===== src/rtl/proc_pkg.sv =====
// rtl/proc_pkg.sv - shared opcodes, instruction field positions and fetch state encoding
package proc_pkg;

    localparam logic [7:0] OP_ADD  = 8'h88;
    localparam logic [7:0] OP_SUB  = 8'h89;
    localparam logic [7:0] OP_INC  = 8'h8A;
    localparam logic [7:0] OP_HALT = 8'hFF;

    localparam int OPCODE_MSB = 31;
    localparam int OPCODE_LSB = 24;
    localparam int OP2_MSB    = 15;
    localparam int OP2_LSB    = 8;
    localparam int OP1_MSB    = 7;
    localparam int OP1_LSB    = 0;

    typedef enum logic [1:0] {
        ST_IDLE    = 2'd0,
        ST_READ    = 2'd1,
        ST_PRESENT = 2'd2,
        ST_DONE    = 2'd3
    } fetch_state_t;

    function automatic logic [7:0] opcode_of(input logic [31:0] word);
        return word[OPCODE_MSB:OPCODE_LSB];
    endfunction

endpackage


===== src/rtl/instr_mem.sv =====
// rtl/instr_mem.sv - DEPTH x 32 program store, synchronous write, asynchronous read
module instr_mem #(
    parameter int DEPTH  = 16,
    parameter int ADDR_W = 4
) (
    input  logic              i_clk,
    input  logic              i_wr_en,
    input  logic [ADDR_W-1:0] i_wr_addr,
    input  logic [31:0]       i_wr_data,
    input  logic [ADDR_W-1:0] i_rd_addr,
    output logic [31:0]       o_rd_data
);

    // Contents deliberately survive reset so a program can be re-run.
    logic [31:0] r_mem [DEPTH];

    always_ff @(posedge i_clk) begin
        if (i_wr_en) begin
            r_mem[i_wr_addr] <= i_wr_data;
        end
    end

    assign o_rd_data = r_mem[i_rd_addr];

endmodule


===== src/rtl/instr_fetch.sv =====
// rtl/instr_fetch.sv - fetch FSM over instr_mem; define IFETCH_LOOP_EN to wrap pc at end of memory
module instr_fetch
    import proc_pkg::*;
#(
    parameter int         DEPTH       = 16,
    parameter int         ADDR_W      = 4,
    parameter logic [7:0] HALT_OPCODE = OP_HALT
) (
    input  logic              clk,
    input  logic              rst,
    input  logic              load_en,
    input  logic [ADDR_W-1:0] load_addr,
    input  logic [31:0]       load_data,
    input  logic              start,
    output logic [31:0]       instruction,
    output logic              instr_valid,
    input  logic              instr_ready,
    output logic              busy,
    output logic              done,
    output logic [ADDR_W-1:0] pc,
    output logic [7:0]        fetch_count
);

    localparam logic [ADDR_W-1:0] LAST_ADDR = ADDR_W'(DEPTH - 1);

    fetch_state_t      r_state;
    fetch_state_t      w_next_state;
    logic [31:0]       r_instruction;
    logic [ADDR_W-1:0] r_pc;
    logic [7:0]        r_fetch_count;

    logic [31:0]       w_mem_word;
    logic              w_busy;
    logic              w_mem_we;
    logic              w_clear;
    logic              w_capture;
    logic              w_accept;
    logic              w_advance;
    logic              w_wrap;

    assign w_busy   = (r_state == ST_READ) || (r_state == ST_PRESENT);
    assign w_mem_we = load_en && !w_busy;

    instr_mem #(
        .DEPTH  (DEPTH),
        .ADDR_W (ADDR_W)
    ) u_mem (
        .i_clk     (clk),
        .i_wr_en   (w_mem_we),
        .i_wr_addr (load_addr),
        .i_wr_data (load_data),
        .i_rd_addr (r_pc),
        .o_rd_data (w_mem_word)
    );

    always_comb begin
        w_next_state = r_state;
        w_clear      = 1'b0;
        w_capture    = 1'b0;
        w_accept     = 1'b0;
        w_advance    = 1'b0;
        w_wrap       = 1'b0;
        case (r_state)
            ST_IDLE, ST_DONE: begin
                if (start) begin
                    w_clear      = 1'b1;
                    w_next_state = ST_READ;
                end
            end
            ST_READ: begin
                // A halt word is never captured, so the last presented word stays visible.
                if (opcode_of(w_mem_word) == HALT_OPCODE) begin
                    w_next_state = ST_DONE;
                end else begin
                    w_capture    = 1'b1;
                    w_next_state = ST_PRESENT;
                end
            end
            ST_PRESENT: begin
                if (instr_ready) begin
                    w_accept = 1'b1;
                    if (r_pc == LAST_ADDR) begin
`ifdef IFETCH_LOOP_EN
                        w_wrap       = 1'b1;
                        w_next_state = ST_READ;
`else
                        w_next_state = ST_DONE;
`endif
                    end else begin
                        w_advance    = 1'b1;
                        w_next_state = ST_READ;
                    end
                end
            end
            default: w_next_state = ST_IDLE;
        endcase
    end

    always_ff @(posedge clk) begin
        if (rst) begin
            r_state       <= ST_IDLE;
            r_instruction <= 32'd0;
            r_pc          <= '0;
            r_fetch_count <= 8'd0;
        end else begin
            r_state <= w_next_state;
            if (w_capture) begin
                r_instruction <= w_mem_word;
            end
            if (w_clear) begin
                r_pc          <= '0;
                r_fetch_count <= 8'd0;
            end else begin
                if (w_accept && (r_fetch_count != 8'hFF)) begin
                    r_fetch_count <= r_fetch_count + 8'd1;
                end
                if (w_wrap) begin
                    r_pc <= '0;
                end else if (w_advance) begin
                    r_pc <= r_pc + ADDR_W'(1);
                end
            end
        end
    end

    assign instruction = r_instruction;
    assign instr_valid = (r_state == ST_PRESENT);
    assign busy        = w_busy;
    assign done        = (r_state == ST_DONE);
    assign pc          = r_pc;
    assign fetch_count = r_fetch_count;

endmodule


===== config.mk =====
export PLATFORM = sky130hd
export DESIGN_NAME = instr_fetch
export DESIGN_NICKNAME = d
export VERILOG_FILES = /design/src/rtl/proc_pkg.sv /design/src/rtl/instr_mem.sv /design/src/rtl/instr_fetch.sv
export SDC_FILE = /design/constraint.sdc
export NUM_CORES = 1
export LEC_CHECK = 0
export CAP_MARGIN = 20
export CORE_MARGIN = 3
export CORE_UTILIZATION = 35
export CTS_BUF_LIST = sky130_fd_sc_hd__clkbuf_8
export DETAILED_ROUTE_END_ITERATION = 10
export DONT_BUFFER_PORTS = 1
export PLACE_DENSITY_LB_ADDON = 0.15
export SLEW_MARGIN = 10
export SYNTH_ARGS = -nofsm -noshare
export SYNTH_HDL_FRONTEND = slang
export SYNTH_SLANG_ARGS = --single-unit
export TNS_END_PERCENT = 20

===== constraint.sdc =====
create_clock -name clk -period 5.2 [get_ports clk]
set_clock_uncertainty 0.1 [all_clocks]
set_input_delay 1.3 -clock clk [delete_from_list [all_inputs] [get_ports clk]]
set_output_delay 1.3 -clock clk [all_outputs]
set_load 0.03 [all_outputs]

==> reports/metrics.cfg <==
[outcome]
outcome = complete, no violations

[global_routing]
grt_pass1_wl_um = 71820
grt_pass1_vias = 10590
antenna_found_initial = 1
grt-ovfl-total = 0
grt_max_degree = 61
track_usage = 0.1526

[clock_network]
hold_buffers = 0
clock_latency_ns = 0.66
htree_levels = 3
post_cts.repair.setup_buffers = 0
clk_pin_slew_ns = 0.06
cts_sinks = 562
cts_resized = 0
clockBufferDepth = 3
clockRootBuffer = clkbuf_8
cts_tree = done
cts_buffers = 94

[logic_synthesis]
async_reset_ff_frac = 0
syn_nets = 1025
synth_seq_cells = 562
synth.cell_area_sq_um = 21570
syn_avg_cell_area_sq_um = 22.03
yosys_warnings = 0
synthTopCellsByArea = edfxtp_1, mux4_2, dfxtp_1, mux2i_1, nand2_1
synth_top_cell_by_area = edfxtp_1
ys_seq_area_frac = 0.7592
synthCells = 979
synth-edff-count = 512
ys.flop_type = edfxtp_1
ys_types = 45
synth_top_area_share = 0.7128

[critical_path]
critPathMaxFanout = 58
path_cells = buf_4, nand3_1, nand3_2, nand4_2, o21ai_4, buf_12, mux2i_1
critPathRequiredTime_ns = 5.67
crit_type = reg2reg
startpoint_type = flop
critPathMaxStageDelay_ns = 0.96
crit_arrival_ns = 3.80
crit_slowest_cell = dfxtp_4
end_kind = flop

[timing]
slew_headroom = 0.3292
slew_violations = 0
finalSetupViolations = 0
period_needed_ns = 3.322
fin_crit_sh = 0.6388
rsz0062_at_grt = false
fmax_ghz = 0.3010
max_slew.worst_pin.slew_ns = 1.006
timing.setup.tns_ns = 0
hold_violations = 0

[die]
core_sq_um = 60700
start_util = 0.3554
ios = 88
die_area_sq_um = 64650
die_h_um = 254.3
rows = 90
die_w_um = 254.3

[detailed_routing]
drc = 0
finalWirelength_um = 47940
first_iter_violations = 711
num_vias = 9809
antenna_left = 0
wl_per_cell_um = 25.06
drt_first_pass_iters = 4
vias_per_cell = 5.128

[hold_path]
hp-class = reg2reg

[power]
irDropWorstVdd_mv = 0.1847
pwr_density_cell_nw_per_um2 = 380.0
cellLeakagePower_nw = 7.580

[place]
port_buffers = 0
gp_congestion = 0.7104
hpwl_um = 27260

[layout]
drive_above_1_share = 0.2814
utilization = 0.3996
seqCellArea_sq_um = 16390
areaGrowthSynthToFinish_pct = 12.43
layout_common_cells = edfxtp_1, mux4_2, clkbuf_8
multiInputGateArea_sq_um = 4886
layout_commonest_cell = edfxtp_1
nets = 1100
n_fill_cell = 5396

[flow_run]
cap_viol_max_count = 0

where the power goes:
group	leakage [nW]	switching [W]	internal [W]
registers	5.03	0.000163	0.00506
clock network	1.03	0.00171	0.00189
logic	1.52	0.000234	0.000157
total	7.58	0.00211	0.00711
through the flow:
stage | total power, W | cell area [sq um] | cells | worst slack, ns | hold slack, ns
5_1_grt | 0.009608 | 24250 | 1913 | 1.676 | 0.4412
2_1_floorplan | 0.005583 | 21570 | 979 | 0.6999 | 0.3763
4_1_cts | 0.009368 | 24250 | 1912 | 1.810 | 0.4219
6_report | 0.009217 | 24250 | 1913 | 1.878 | 0.4193
3_5_place_dp | 0.005718 | 22500 | 1740 | 1.736 | 0.4134
3_3_place_gp | 0.005714 | 22480 | 1739 | 1.761 | 0.3987
critical path: cells and delay by family, from the launching register on:
| kind | cells | cell delay, ns |
|---|---|---|
| flops | 1 | 0.96 |
| buf+inv | 2 | 0.81 |
| compound gates | 1 | 0.59 |
| simple gates | 3 | 0.47 |
| mux | 1 | 0.20 |
metal layers:
layer,share of wire,global-route usage,vias to the layer above
li1,-,-,4227
met1,0.45,0.2103,5297
met2,0.48,0.2401,210
met3,0.056,0.04303,75
met4,0.019,0.04063,0
met5,0,0,-
flip-flops by register name, summed over array words and instances, names as in the netlist, named ones only:
register     cells
fetch_count      8
instruction     32
u_mem.r_mem    512
pc               4
r_state          2
logic make-up (layout without fill, tap and decap cells):
logic type / Yosys count / in the layout / synth area share
xor gates and xnor gates: 7 / 7 / 0.002842
other: 0 / 1 / 0
and+or+nand+nor: 144 / 144 / 0.03196
DFF: 562 / 562 / 0.7592
adders and majority gates: 5 / 5 / 0.002900
buffers and inverters: 53 / 204 / 0.01943
AOI/OAI and AO/OA: 26 / 26 / 0.009687
muxes: 182 / 182 / 0.1740
synthesized netlist by cell type (4+ instances only):
cell / number
or3_1: 4
mux4_1: 8
clkbuf_8: 4
ha_1: 5
edfxtp_1: 512
buf_2: 11
buf_6: 8
a22oi_1: 7
xor2_1: 4
nand2_1: 70
nor3_1: 6
mux4_2: 144
clkbuf_1: 15
o221a_1: 4
dfxtp_1: 50
nand3_2: 7
buf_12: 5
nor2_1: 29
mux2i_1: 30
inv_1: 6
nand3_1: 12
a21oi_1: 4
area by class of cell:
class	count	area share
clock inverters	67	0.01238
clock buffers	105	0.05959
diodes	1	0.0001032
well taps	782	0.04034
repair buffers	25	0.009286
inverters	7	0.001083
flip-flops and latches	562	0.6757
multi-input cells	364	0.2015
worst paths after layout:
kind / endpoint / from / slack [ns] / depth (start not counted)
setup / recovery: instruction[3] / flop / 1.88 / 7
hold / removal: r_state[1] / r_state[1] / 0.42 / 2
setup reg to reg: instruction[3] / flop / 1.88 / 7
hold reg to reg: r_state[1] / r_state[1] / 0.42 / 2
Note: power is estimated with default switching activity, not from simulation.
